### config.mk
export PLATFORM = sky130hd
export DESIGN_NAME = booth_mult32
export DESIGN_NICKNAME = d
export VERILOG_FILES = /design/src/rtl/multdiv_pkg.sv /design/src/rtl/booth_step.sv /design/src/rtl/booth_mult32.sv
export SDC_FILE = /design/constraint.sdc
export NUM_CORES = 1
export LEC_CHECK = 0
export ABC_AREA = 1
export CORE_AREA = 2 2 132 122
export CTS_CLUSTER_DIAMETER = 80
export CTS_CLUSTER_SIZE = 30
export DETAILED_ROUTE_END_ITERATION = 7
export DIE_AREA = 0 0 134 124
export GPL_ROUTABILITY_DRIVEN = 0
export PLACE_DENSITY = 0.81
export SLEW_MARGIN = 20
export SYNTH_ARGS = -nofsm -noshare
export SYNTH_HDL_FRONTEND = slang
export SYNTH_HIERARCHICAL = 1
export SYNTH_SLANG_ARGS = --single-unit
### constraint.sdc
create_clock -name clk -period 3.8 [get_ports clk]
set_input_delay 0.76 -clock clk [delete_from_list [all_inputs] [get_ports clk]]
set_output_delay 0.76 -clock clk [all_outputs]
set_load 0.02 [all_outputs]
### src/rtl/multdiv_pkg.sv
// Shared types and constants for the multiply/divide path.
package multdiv_pkg;

  typedef enum logic [1:0] {
    IDLE = 2'd0,
    RUN  = 2'd1,
    DONE = 2'd2
  } state_t;

  localparam int DEFAULT_WIDTH = 32;
  localparam int STEP_COUNT    = DEFAULT_WIDTH;

  function automatic int cnt_width(input int w);
    return $clog2(w) + 1;
  endfunction

  localparam int CNT_W = cnt_width(DEFAULT_WIDTH);

endpackage

### src/rtl/booth_step.sv
// One radix-2 Booth iteration: conditional add/subtract of M into hi, then
// arithmetic shift right of {hi, lo, q_1}.
module booth_step
  import multdiv_pkg::*;
#(
  parameter int WIDTH = DEFAULT_WIDTH
) (
  input  logic [WIDTH-1:0]   hi,
  input  logic [WIDTH-1:0]   lo,
  input  logic               q_1,
  input  logic [WIDTH-1:0]   m,
  output logic [2*WIDTH:0]   prod_next
);

  logic [WIDTH:0] hi_ext;
  logic [WIDTH:0] m_ext;
  logic [WIDTH:0] sum;

  assign hi_ext = {hi[WIDTH-1], hi};
  assign m_ext  = {m[WIDTH-1], m};

  // One guard bit keeps M = -2^(WIDTH-1) exact when it is subtracted.
  always_comb begin
    sum = hi_ext;
    case ({lo[0], q_1})
      2'b01:   sum = hi_ext + m_ext;
      2'b10:   sum = hi_ext - m_ext;
      default: sum = hi_ext;
    endcase
  end

  // Shifting {sum, lo, q_1} right by one leaves exactly {sum, lo}.
  assign prod_next = {sum, lo};

endmodule

### src/rtl/booth_mult32.sv
// Sequential radix-2 Booth multiplier: load on ctrl_mult, 32 steps, one-cycle
// result_rdy pulse with the low product word and an overflow flag.
module booth_mult32
  import multdiv_pkg::*;
#(
  parameter int WIDTH = DEFAULT_WIDTH
) (
  input  logic             clk,
  input  logic             clr_n,
  input  logic             ctrl_mult,
  input  logic [WIDTH-1:0] operand_a,
  input  logic [WIDTH-1:0] operand_b,
  output logic [WIDTH-1:0] result,
  output logic             exception,
  output logic             result_rdy,
  output logic             busy
);

  localparam int CW = cnt_width(WIDTH);

  state_t            state_q;
  logic [CW-1:0]     cnt_q;
  logic [WIDTH-1:0]  m_q;
  logic [2*WIDTH:0]  prod_q;
  logic [2*WIDTH:0]  prod_d;
  logic              rdy_q;
  logic              busy_q;
  logic              last_step;

  logic [WIDTH-1:0]  hi;
  logic [WIDTH-1:0]  lo;

  assign hi = prod_q[2*WIDTH:WIDTH+1];
  assign lo = prod_q[WIDTH:1];

  booth_step #(.WIDTH(WIDTH)) u_step (
    .hi        (hi),
    .lo        (lo),
    .q_1       (prod_q[0]),
    .m         (m_q),
    .prod_next (prod_d)
  );

  assign last_step = (cnt_q == CW'(WIDTH - 1));

  always_ff @(posedge clk or negedge clr_n) begin
    if (!clr_n) begin
      state_q <= IDLE;
      cnt_q   <= '0;
      m_q     <= '0;
      prod_q  <= '0;
      rdy_q   <= 1'b0;
      busy_q  <= 1'b0;
    end else begin
      rdy_q <= 1'b0;
      // A strobe wins in every state, silently dropping any operation in flight.
      if (ctrl_mult) begin
        m_q     <= operand_a;
        prod_q  <= {{WIDTH{1'b0}}, operand_b, 1'b0};
        cnt_q   <= '0;
        state_q <= RUN;
        busy_q  <= 1'b1;
      end else begin
        case (state_q)
          RUN: begin
            prod_q <= prod_d;
            cnt_q  <= cnt_q + 1'b1;
            if (last_step) begin
              state_q <= DONE;
              busy_q  <= 1'b0;
              rdy_q   <= 1'b1;
            end
          end
          DONE:    state_q <= IDLE;
          default: state_q <= IDLE;
        endcase
      end
    end
  end

  assign result     = lo;
  assign exception  = (hi != {WIDTH{lo[WIDTH-1]}});
  assign result_rdy = rdy_q;
  assign busy       = busy_q;

endmodule

* Yosys cells after proc, flatten, opt, wreduce, memory -nomap -nowiden
Cells that the tools add are included.
** Word-level totals
- Register bits :: 107
- Input port bits :: 67
- Output and inout bits :: 35
- Logic and storage cells :: 35
** Cells by class
- $add $sub $neg :: 3
- Eq/ne operators :: 6
- Multiplexer cells :: 14
- Reduce and logical (&&, ||, !) cells :: 5
** Operator list (count)
- two-way mux 65 bit :: 2
- case mux 33 bit (2 select lines) :: 1
- adder 32 x 32 -> 33 bit :: 1
- subtractor 32 x 32 -> 33 bit :: 1
- != test 32 bit :: 1
- two-way mux 6 bit :: 2
- adder 6 x 1 -> 6 bit (second input constant) :: 1
- equality test 6 x 5 -> 1 bit (second input constant) :: 1
- two-way mux 1 bit :: 6
- two-way mux 2 bit :: 3
- equality test 2 x 1 -> 1 bit (second input constant) :: 2
- AND reduction 2 bit :: 2
- nonzero test 2 bit :: 2
- != test 3 bit (second input constant) :: 1
- nonzero test 3 bit :: 1
- equality test 2 bit (second input constant) :: 1

* Longest topological paths before layout
- Word-level depth :: 4
- Depth in mapped cells :: 27
- Depth with buffers taken out :: 27

* Cells and area by module
The synthesis kept the hierarchy.
** By module, submodules not included
- booth_mult32 :: times used 1, cells an instance 598, area each 4838.4 µm², sequential area each 2677.6 µm²
- booth_step :: times used 1, cells an instance 748, area each 3839.9 µm², sequential area each 0.0 µm²

* Worst setup path before layout
Ideal clock, no wire load.
- Path kind :: reg2reg
- Start :: register prod_q[1]
- End :: register prod_q[44]
- Library setup time :: 0.117 ns
- Arrival :: 2.603 ns
- Required time :: 3.683 ns
- Path slack :: 1.081 ns
- Stages on the path, launching flop included :: 19
- Buffers on the path :: 2
- Cells stage by stage :: dfrtp_1 > ha_1 > buf_2 > inv_2 > buf_2 > nand2_1 > xnor2_1 > inv_1 > ha_1 > or2_1 > nand3_1 > nand2_2 > nand3_1 > nand3_2 > or2_1 > nand3_1 > nand2_1 > nand2_1 > nand2_1
** Between the ends
- Longest elaborated chain between the ends :: 4
- Elaborated cells on any way between the ends :: 5
** Ends and longest elaborated chain
- start, declared :: RTL line booth_mult32.sv:24 : logic [2*WIDTH:0] prod_q;
- start signal, assigned :: RTL line booth_mult32.sv:59 : prod_q <= {{WIDTH{1'b0}}, operand_b, 1'b0};
- start signal, assigned :: RTL line booth_mult32.sv:66 : prod_q <= prod_d;
- equality test 2 bit / equality test 2 x 1 -> 1 bit (equally long branches) :: RTL line booth_step.sv:25 : case ({lo[0], q_1})
- case mux 33 bit (2 select lines) * :: RTL line booth_step.sv:25
- named net prod_d[44] :: RTL line booth_mult32.sv:25 : logic [2*WIDTH:0] prod_d;
- two-way mux 65 bit * :: RTL line booth_mult32.sv:64 : case (state_q)
- two-way mux 65 bit * :: RTL line booth_mult32.sv:57 : if (ctrl_mult) begin
The timed path passes the listed nets; every way through them passes the cells marked *. The select of a mux whose other input is x is not followed.
A chain may end at the register's enable or synchronous reset.

* Final worst setup path
- Start :: register m_q[1]
- End :: register prod_q[55]
** Between the ends
- Longest elaborated chain between the ends :: 4
- Elaborated cells on any way between the ends :: 5
** Ends and longest elaborated chain
- start, declared :: RTL line booth_mult32.sv:23 : logic [WIDTH-1:0] m_q;
- start signal, assigned :: RTL line booth_mult32.sv:58 : m_q <= operand_a;
- subtractor 32 x 32 -> 33 bit / adder 32 x 32 -> 33 bit (equally long branches) :: RTL line booth_step.sv:27, booth_step.sv:26
- case mux 33 bit (2 select lines) * :: RTL line booth_step.sv:25
- named net prod_d[55] :: RTL line booth_mult32.sv:25
- two-way mux 65 bit * :: RTL line booth_mult32.sv:64
- two-way mux 65 bit * :: RTL line booth_mult32.sv:57
Marks and branches as above.

==> flow_summary_export.csv <==
group,metric,value,unit
status,status,"complete, no violations",
floorplan,core-area,0.0151,mm²
setup_path,reg2regPathDepth,21,
place,dp_hpwl,16500,µm
grt,grt_pass1_vias,7474,
drt,ant_nets,0,
power,p_int,0.00250,W
drt,dr.pass1.iters,6,
floorplan,placementRows,43,
final_layout,drive_gt1_share,5.32,%
logic_synthesis,ys_ff_latch,107,
logic_synthesis,yosysUniqueCellTypes,40,
sta,fin_crit_sh,87.0,%
setup_path,r2r_end,"prod_q[55]$_DFFE_PN0P_",
drt,vias_per_cell,5.36,
sta,tightestPinTransition,906,ps
cts,htree_num_levels,3,
logic_synthesis,yosysWarnings,6,
sta,rsz0062_at_grt,"no",
min_path,hold_path_end,"m_q[30]$_DFFE_PN0P_",
logic_synthesis,ys_seq_area_share,30.9,%
drt,wl_per_cell,14.0,µm
grt,antenna_found_initial,0,
power,ir_drop,283,µV
flow_run,drv_cap,0,
final_layout,antenna_cells,0,
logic_synthesis,synthesis.area,0.00868,mm²
power,seqPwrFrac,33.6,%
setup_path,crit_required,4060,ps
drt,drc_errors,0,
cts,insertion_delay,370,ps
grt,grt_pass1_wl,35700,µm
floorplan,die_x,134,µm
cts,cts_setup_buffers,0,
cts,clkSinkCount,107,
sta,maxSlewViolCount,0,
cts,cts_made_buffers,9,
setup_path,r2r_slack,490,ps
sta,slew-limit-headroom,39.6,%
setup_path,critPathLaunch,"m_q[1]$_DFFE_PN0P_",
power,p_clk_share,21.4,%
min_path,holdCritPathClass,"flop to flop",
cts,ctsHoldBuffers,0,
sta,setup_viol,0,
sta,fin_crit,3310,ps
final_layout,final_cell_area,0.00968,mm²
drt,vias,8438,
logic_synthesis,yosysTopAreaCell,"dfrtp_1",
grt,grt_max_degree,71,
cts,cts_tree,"done",
setup_path,worstPathMaxFanout,5,
setup_path,path_class,"flop to flop",
floorplan,num_io_pins,102,
logic_synthesis,postSynthAreaPerCell,6.45,µm²
floorplan,start_util,57.4,%
drt,drt_iter0_drc,918,
cts,clock-root-buffer,"clkbuf_16",
power,powerDensity,457,mW/mm²
sta,max_freq,302,MHz
logic_synthesis,syn_nets,1449,
cts,clk_pin_slew,80,ps
setup_path,arrival,3570,ps
sta,fin_skew,10.9,ps
power,power.leakage,5.06,nW
power,comb_power_share,45.0,%
min_path,hold_path_depth,2,
power,p_switching,0.00193,W
cts,cts.repair.resized,0,
logic_synthesis,yosysTopAreaCellShare,30.9,%
logic_synthesis,synthCells,1346,
floorplan,die-area,0.0166,mm²
sta,finalSetupTns,0,ps
min_path,worstHoldStart,"m_q[30]$_DFFE_PN0P_",
logic_synthesis,synth_area_leaders,"dfrtp_1 31%, nand2_1 22%, nor2_1 5.9%",
place,placed_area,0.00939,mm²
floorplan,die_y,124,µm
setup_path,endpoint_kind,"flop",
sta,hold_viol,0,
final_layout,fill_cells,1349,
setup_path,r2r-start,"m_q[1]$_DFFE_PN0P_",
grt,grt_util_all_layers,27.0,%
setup_path,critPathLaunchType,"flop",
cts,clockBufferDepth,2,
power,p_sw_share,43.7,%
place,io_buffers,101,
grt,grt_overflow,0,
final_layout,final_nets,1471,
final_layout,area_growth,11.6,%
drt,wl,22000,µm
## per-layer routing
| metal | vias to the layer above | track usage, % | routed length [µm] |
|---|---|---|---|
| met3 | 42 | 7.29 | 2230 |
| met2 | 373 | 42.1 | 9470 |
| met4 | 0 | 8.24 | 449 |
| met5 | - | 0 | 0 |
| met1 | 3786 | 36.9 | 9830 |
| li1 | 4237 | - | - |
## sequential cells by signal (all words and copies together), names as in the netlist
signal,count
prod_q,65
m_q,32
cnt_q,6
state_q,2
busy,1
result_rdy,1
## layout make-up
cell class | count | area [µm²] | share of cell area [%]
clock buffers | 10 | 229 | 2.36
clock inverters | 6 | 62.6 | 0.646
inverters | 130 | 488 | 5.04
multi-input cells | 1006 | 4860 | 50.2
flip-flops and latches | 107 | 2680 | 27.6
well taps | 202 | 253 | 2.61
repair buffers | 114 | 1110 | 11.5
## stage by stage
step	power (W)	hold slack (ps)	utilization [%]	worst slack (ps)	instances
after floorplan	0.00296	442	-	1080	1346
after global placement	0.00340	458	62.1	681	1559
after detailed placement	0.00344	464	62.1	554	1559
after CTS	0.00440	484	64.1	547	1575
after global routing	0.00478	512	64.1	134	1575
final	0.00443	483	64.1	494	1575
## cell usage after synthesis
cell      number
nor4_1         2
o21bai_1       5
clkbuf_1      17
buf_1          2
o31ai_1        1
nor2_2         3
nand4_1       12
ha_1          35
or2_1          5
o21ai_0       38
and2_1         1
buf_2         20
o21ai_2        1
nor3_1        18
dfrtp_1      107
xor2_1        16
nor3_4         1
buf_4         64
a31oi_1       35
fa_1           1
nor3b_1        1
inv_2          7
nand3_2        2
nand2_1      516
nand3_4        1
o21ai_1        9
xnor2_1       16
nand3b_1      13
a21oi_1       38
nand3_1       70
a21oi_2        4
nor2_4         5
clkinv_1       1
or2_2          4
inv_1        122
a21o_1         1
nand2_2       12
nor3_2         2
nand2_4        1
nor2_1       137
## how the worst max path moves through the flow
stage	end	depth (start not counted)
after floorplan	prod_q[44]$_DFFE_PN0P_	18
after global placement	prod_q[63]$_DFFE_PN0P_	21
after detailed placement	prod_q[55]$_DFFE_PN0P_	21
after CTS	prod_q[55]$_DFFE_PN0P_	21
after global routing	prod_q[53]$_DFFE_PN0P_	23
final	prod_q[55]$_DFFE_PN0P_	21
## layout by cell type (no fill, tap or decap), drive strengths merged
cell type,n
nor3b,1
xor2,16
buf,15
and2,1
o31ai,1
dfrtp,107
a21o,1
nand3,73
a31oi,35
nand2,529
or2,9
nor3,21
nand4,12
nor4,2
xnor2,16
o21ai,48
nand3b,13
nor2,145
a21oi,42
o21bai,5
fa,1
clkdlybuf4s50,99
ha,35
clkbuf,10
clkinv,2
inv,134
## critical path, stage by stage (launching register included)
cell,delay (ps)
dfrtp_1,400
inv_2,100
ha_1,180
nand2_1,120
nor2_4,210
inv_2,50
nor3_1,210
nor2_1,80
xor2_1,160
inv_1,80
ha_1,360
nand2_1,140
o21ai_0,330
a21oi_1,120
nand2_1,180
nand2_1,130
nand2_1,70
nand2_1,40
nand3_1,70
nand2_1,50
nand2_1,60
nand2_1,50
## power groups by stage
stage               clock network (W)  registers, W  logic [W]
detailed placement                  0       0.00150    0.00194
global route                  0.00101       0.00151    0.00225
global placement                    0       0.00150    0.00190
floorplan                           0       0.00144    0.00152
finish                       0.000947       0.00149    0.00199
CTS                          0.000972       0.00148    0.00195
## kinds of logic (layout without fill, tap and decap cells)
| group | Yosys count | in the layout | synth area share, % |
|---|---|---|---|
| AOI/OAI and AO/OA | 132 | 132 | 8.54 |
| xor gates and xnor gates | 32 | 32 | 3.23 |
| adders and majority gates | 36 | 36 | 5.28 |
| buffers and inverters | 233 | 260 | 13.1 |
| DFF | 107 | 107 | 30.9 |
| and+or+nand+nor | 806 | 806 | 39.0 |
Power figures use the tool's default switching activity.
